==> src/rtl/joystick_sampler.sv <==
// rtl/joystick_sampler.sv - ADC-driven two-axis joystick sampler with box-car averaging and hysteresis flags
module joystick_sampler #(
    parameter int HI_THRESH = 2000,
    parameter int LO_THRESH = 700,
    parameter int HYST      = 64,
    parameter int AVG_LOG2  = 2,
    parameter int TIMEOUT   = 1023
) (
    input  logic        clk,
    input  logic        reset_n,
    input  logic        new_frame,
    output logic        cmd_valid,
    output logic [4:0]  cmd_channel,
    input  logic        cmd_ready,
    input  logic        rsp_valid,
    input  logic [4:0]  rsp_channel,
    input  logic [11:0] rsp_data,
    output logic [11:0] y_axis,
    output logic [11:0] x_axis,
    output logic        movefor,
    output logic        moveback,
    output logic        turnleft,
    output logic        turnright,
    output logic        dir_valid
);

    localparam int          AW     = 12 + AVG_LOG2;
    localparam logic [9:0]  TO_CNT = 10'(TIMEOUT);
    localparam logic [11:0] HI_SET = 12'(HI_THRESH);
    localparam logic [11:0] HI_CLR = 12'(HI_THRESH - HYST);
    localparam logic [11:0] LO_SET = 12'(LO_THRESH);
    localparam logic [11:0] LO_CLR = 12'(LO_THRESH + HYST);

    typedef enum logic [1:0] {REQ_Y, WAIT_Y, REQ_X, WAIT_X} state_t;

    state_t state, state_nx;
    logic   armed;
    logic [9:0] tcnt;

    // Index 0 is the Y (channel 1) axis, index 1 the X (channel 2) axis.
    logic [1:0][AW-1:0]       acc;
    logic [1:0][AVG_LOG2-1:0] scnt;
    logic [1:0][11:0]         avg;
    logic [1:0]               hi_f, lo_f, seen;

    logic          waiting, cmd_fire, take, timed_out, ax, last;
    logic [AW-1:0] sum;
    logic [11:0]   avg_new;

    assign waiting   = (state == WAIT_Y) || (state == WAIT_X);
    assign cmd_fire  = cmd_valid && cmd_ready;
    assign take      = rsp_valid && (((state == WAIT_Y) && (rsp_channel == 5'd1)) ||
                                     ((state == WAIT_X) && (rsp_channel == 5'd2)));
    assign timed_out = waiting && (tcnt == TO_CNT);
    assign ax        = (state == WAIT_X);
    assign last      = &scnt[ax];
    assign sum       = acc[ax] + AW'(rsp_data);
    assign avg_new   = 12'(sum >> AVG_LOG2);

    assign y_axis = avg[0];
    assign x_axis = avg[1];

    always_ff @(posedge clk or negedge reset_n) begin
        if (!reset_n) begin
            state <= REQ_Y;
            armed <= 1'b0;
        end else begin
            state <= state_nx;
            armed <= 1'b1;
        end
    end

    always_comb begin
        state_nx = state;
        unique case (state)
            REQ_Y:  if (cmd_fire) state_nx = WAIT_Y;
            WAIT_Y: if (take) state_nx = REQ_X; else if (timed_out) state_nx = REQ_Y;
            REQ_X:  if (cmd_fire) state_nx = WAIT_X;
            WAIT_X: if (take) state_nx = REQ_Y; else if (timed_out) state_nx = REQ_X;
            default: state_nx = REQ_Y;
        endcase
    end

    // armed keeps the command off during reset while REQ_Y is already the state.
    always_comb begin
        cmd_valid   = 1'b0;
        cmd_channel = 5'd1;
        unique case (state)
            REQ_Y:  cmd_valid = armed;
            WAIT_Y: cmd_channel = 5'd1;
            REQ_X:  begin cmd_valid = armed; cmd_channel = 5'd2; end
            WAIT_X: cmd_channel = 5'd2;
            default: cmd_channel = 5'd1;
        endcase
    end

    always_ff @(posedge clk or negedge reset_n) begin
        if (!reset_n) tcnt <= '0;
        else if (waiting) tcnt <= tcnt + 10'd1;
        else tcnt <= '0;
    end

    always_ff @(posedge clk or negedge reset_n) begin
        if (!reset_n) begin
            acc  <= '0;
            scnt <= '0;
            avg  <= {2{12'd2048}};
            hi_f <= '0;
            lo_f <= '0;
            seen <= '0;
        end else if (take) begin
            if (last) begin
                acc[ax]  <= '0;
                scnt[ax] <= '0;
                avg[ax]  <= avg_new;
                seen[ax] <= 1'b1;
                if (avg_new > HI_SET) hi_f[ax] <= 1'b1;
                else if (avg_new < HI_CLR) hi_f[ax] <= 1'b0;
                if (avg_new < LO_SET) lo_f[ax] <= 1'b1;
                else if (avg_new > LO_CLR) lo_f[ax] <= 1'b0;
            end else begin
                acc[ax]  <= sum;
                scnt[ax] <= scnt[ax] + 1'b1;
            end
        end
    end

    always_ff @(posedge clk or negedge reset_n) begin
        if (!reset_n) begin
            movefor   <= 1'b0;
            moveback  <= 1'b0;
            turnleft  <= 1'b0;
            turnright <= 1'b0;
            dir_valid <= 1'b0;
        end else if (new_frame) begin
            if (&seen) begin
                movefor   <= hi_f[0];
                moveback  <= lo_f[0];
                turnleft  <= hi_f[1];
                turnright <= lo_f[1];
                dir_valid <= 1'b1;
            end else begin
                movefor   <= 1'b0;
                moveback  <= 1'b0;
                turnleft  <= 1'b0;
                turnright <= 1'b0;
                dir_valid <= 1'b0;
            end
        end else begin
            dir_valid <= 1'b0;
        end
    end

endmodule

==> config.mk <==
export PLATFORM = sky130hd
export DESIGN_NAME = joystick_sampler
export DESIGN_NICKNAME = d
export VERILOG_FILES = /design/src/rtl/joystick_sampler.sv
export SDC_FILE = /design/constraint.sdc
export NUM_CORES = 1
export LEC_CHECK = 0
export ABC_AREA = 1
export ABC_CLOCK_PERIOD_IN_PS = 3450
export BUFFER_PORTS_ARGS = -buffer_cell sky130_fd_sc_hd__buf_2
export CORE_UTILIZATION = 35
export DETAILED_ROUTE_END_ITERATION = 16
export GPL_TIMING_DRIVEN = 0
export PLACE_DENSITY_LB_ADDON = 0.15
export REMOVE_ABC_BUFFERS = 1
export SYNTH_ARGS = -nofsm -noshare
export SYNTH_HDL_FRONTEND = slang
export SYNTH_SLANG_ARGS = --single-unit
export TNS_END_PERCENT = 100
==> constraint.sdc <==
create_clock -name clk -period 3.45 [get_ports clk]
set_input_delay 0.69 -clock clk [delete_from_list [all_inputs] [get_ports clk]]
set_output_delay 0.69 -clock clk [all_outputs]
set_load 0.005 [all_outputs]
==> metrics.cfg <==
[clock_network]
clock_latency_ns = 0.34
path_clk_slew_ns = 0.06
ctsLongestPathBuffers = 2
hold_buffers = 0
clock-sinks = 80
cts_made_buffers = 9
htree_levels = 3
cts_tree = built
root_buffer = clkbuf_16

[pwr]
pwr-share-comb_pct = 56.6
clkPwrFrac_pct = 17.7
seqPwrFrac_pct = 25.6
vdd_drop_max_mv = 0.3080
leakage_nw = 2.799
power.switching_mw = 2.642
swShare_pct = 48.29
internal-power_mw = 2.829
powerDensity_nw_per_um2 = 1038

[routing]
met1_length_um = 5547
post_drt_wl_per_cell_um = 13.64
wl_met2_um = 4949
top_layer = met4
drc = 0
via_per_inst = 4.726
drtIter0Drc = 182
totalWireLength_um = 11010
wl_met3_um = 387
final_antenna_net_count = 0
vias = 3814
dr.pass1.iters = 4

[synth]
synthesis.area_um2 = 4454
ys_types = 33
synth_area_leaders = dfrtp_1 (44%), nand2_1 (12%), inv_1 (6.7%), o21ai_0 (6.1%), ha_1 (4.8%)
yosysMostFrequentCell = nand2_1
ys_seq_area_share_pct = 45.00
ys_seq_elements = 80
synth_flop_cell = dfrtp_1
synth_edf_count = 0
yosysTopAreaCell = dfrtp_1
netlist.area_leader.share_pct = 43.82
synth_commonest_cells = nand2_1 (147), inv_1 (79), dfrtp_1 (78)
synth_warnings = 0
synth_cells = 579
synth-async-reset-ratio_pct = 100.0
syn_area_per_cell_um2 = 7.693

[cells_and_area]
final_net_count = 674
layout-drive-gt1-share_pct = 19.72
stdcell_count = 807
regArea_um2 = 2007
final_util_pct = 43.18
syn_to_final_growth_pct = 18.37
fill_cells = 1275
antenna_cells = 0
multi_input_area_um2 = 2098

[placement]
gp_congestion = 0.8805
placedCellCount = 784
pre_cts_ws_ns = -0.9896
placement.io_buffers = 53
dp_hpwl_um = 7827

[die]
io_pins = 57
die_h_um = 114.8
start_util_pct = 36.48
dieArea_um2 = 13180
die_w_um = 114.8
core_um2 = 12210
rows = 40

[timing]
tightest_slew_ns = 0.7375
setup_ws_ns = 0.2964
max_freq_mhz = 317.1
post-route-min-period_ns = 3.154
hold_viol_final = 0
slew_headroom_pct = 50.71
finalCritPeriodShare_pct = 91.41
skew_ns = 0.008707
final-setup-viol-count = 0
drv_slew = 0
grt_setup_unrepaired = no

[setup_path]
required_ns = 3.68
cp-startpoint = state[0]
cp_max_fo = 22
crit_type = flop to flop
r2r-start = state[0]
worstPathArrival_ns = 3.38
worstSetupStartpointType = flop
critPathCaptureType = flop
rrSetupSlack_ns = 0.30
worstRegToRegCells = 21

[global_routing]
grt-ovfl-total = 0
grt_pass1_wl_um = 18260
grt_max_degree = 45
antenna_found_initial = 0
track_usage_pct = 18.03
grt_pass1_vias = 3754

[min_path]
holdCritPathClass = primary input to asynchronous set/reset pin

[run]
cap_violations = 0

[run_status]
status = complete, no violations

final cells by class:
class,instances,share of cell area (%)
Multi-Input combinational cell,400,39.80
Clock buffer,9,4.271
Inverter,83,5.909
Clock inverter,7,1.519
Sequential cell,80,38.06
Timing Repair Buffer,60,6.455
Tap cell,168,3.987
through the flow:
stage / setup TNS, ns / total power, mW / hold slack, ns / instance area (um2)
floorplan: 0 / 3.606 / 0.3944 / 4372
global placement: -21.29 / 4.329 / 0.4441 / 4847
detailed placement: -21.43 / 4.397 / 0.4467 / 4877
CTS: 0 / 5.421 / 0.3188 / 5206
global route: 0 / 6.002 / 0.3498 / 5273
finish: 0 / 5.471 / 0.3106 / 5273
flip-flops by register name, summed over array words and instances, names as in the netlist, named ones only:
| name | flops |
|---|---|
| acc | 28 |
| armed | 1 |
| dir_valid | 1 |
| moveback | 1 |
| movefor | 1 |
| scnt | 4 |
| seen | 2 |
| state | 2 |
| tcnt | 10 |
| turnleft | 1 |
| turnright | 1 |
| x_axis | 12 |
| y_axis | 12 |
critical path, stage by stage (launching register included):
cell	delay (ns)
dfrtp_2	0.47
nand2_8	0.16
nand2_1	0.09
o21ai_0	0.09
ha_1	0.27
fa_1	0.48
nand3_1	0.15
nand2_1	0.10
nand2_1	0.11
nand2_1	0.10
nand2_2	0.09
nand2_1	0.05
nand2_1	0.07
nand2_2	0.13
nor2_2	0.18
nand3_1	0.10
nand2_2	0.08
nand2_1	0.05
nand2_1	0.08
nand3_1	0.07
nand2_1	0.07
nand2_1	0.05
power groups by stage:
stage	Combinational (mW)	Sequential (mW)	Clock (mW)
5_1_grt	3.52	1.44	1.04
6_report	3.10	1.40	0.969
4_1_cts	3.02	1.41	0.995
3_5_place_dp	2.98	1.42	0
2_1_floorplan	2.21	1.39	0
3_3_place_gp	2.92	1.41	0
cells in the final DEF, fill, tap and decap left out, types with 2 or more instances in the layout:
cell type   instances
nand2_1           147
inv_1              79
dfrtp_1            76
o21ai_0            54
buf_2              52
nand3_1            34
nor2_1             28
o21ai_1            26
nand2_2            20
ha_1               17
o22ai_1            15
a21oi_1            11
nand4_1             9
clkbuf_16           9
nor2_2              7
buf_4               7
nor3_1              5
nand3_2             5
conb_1              4
clkinvlp_4          4
nor2_4              3
inv_2               3
nand2_4             3
a21oi_2             2
a21o_1              2
dfrtp_2             2
dfstp_2             2
what timing repair did:
item / 4_1_cts / 5_1_grt
pin swaps: 0 / 1
setup buffers: 0 / 6
setup endpoints to repair: 51 / 19
gates cloned: 0 / 1
gates resized for setup: 5 / 2
per-layer routing:
| layer | vias up | global-route usage [%] |
|---|---|---|
| li1 | 1976 | - |
| met1 | 1773 | 25.08 |
| met2 | 55 | 28.16 |
| met3 | 10 | 3.005 |
| met4 | 0 | 7.013 |
| met5 | - | 0 |
logic make-up after synthesis:
family,Yosys count,synth area share (%)
other,2,0.1686
xor gates and xnor gates,1,0.1967
adders and majority gates,18,5.225
DFF,80,45.00
buffers and inverters,102,9.017
AOI/OAI and AO/OA,113,13.57
and+or+nand+nor,263,26.83
worst min-delay path by stage:
| stage | from | end | slack, ns |
|---|---|---|---|
| after CTS | reset_n | acc[16] | 0.32 |
| after detailed placement | seen[1] | seen[1] | 0.45 |
| after global placement | seen[1] | seen[1] | 0.44 |
| final | reset_n | acc[16] | 0.31 |
| after global routing | reset_n | acc[16] | 0.35 |
| after floorplan | reset_n | asynchronous set/reset pin | 0.39 |
(Power assumes the default switching activity.)
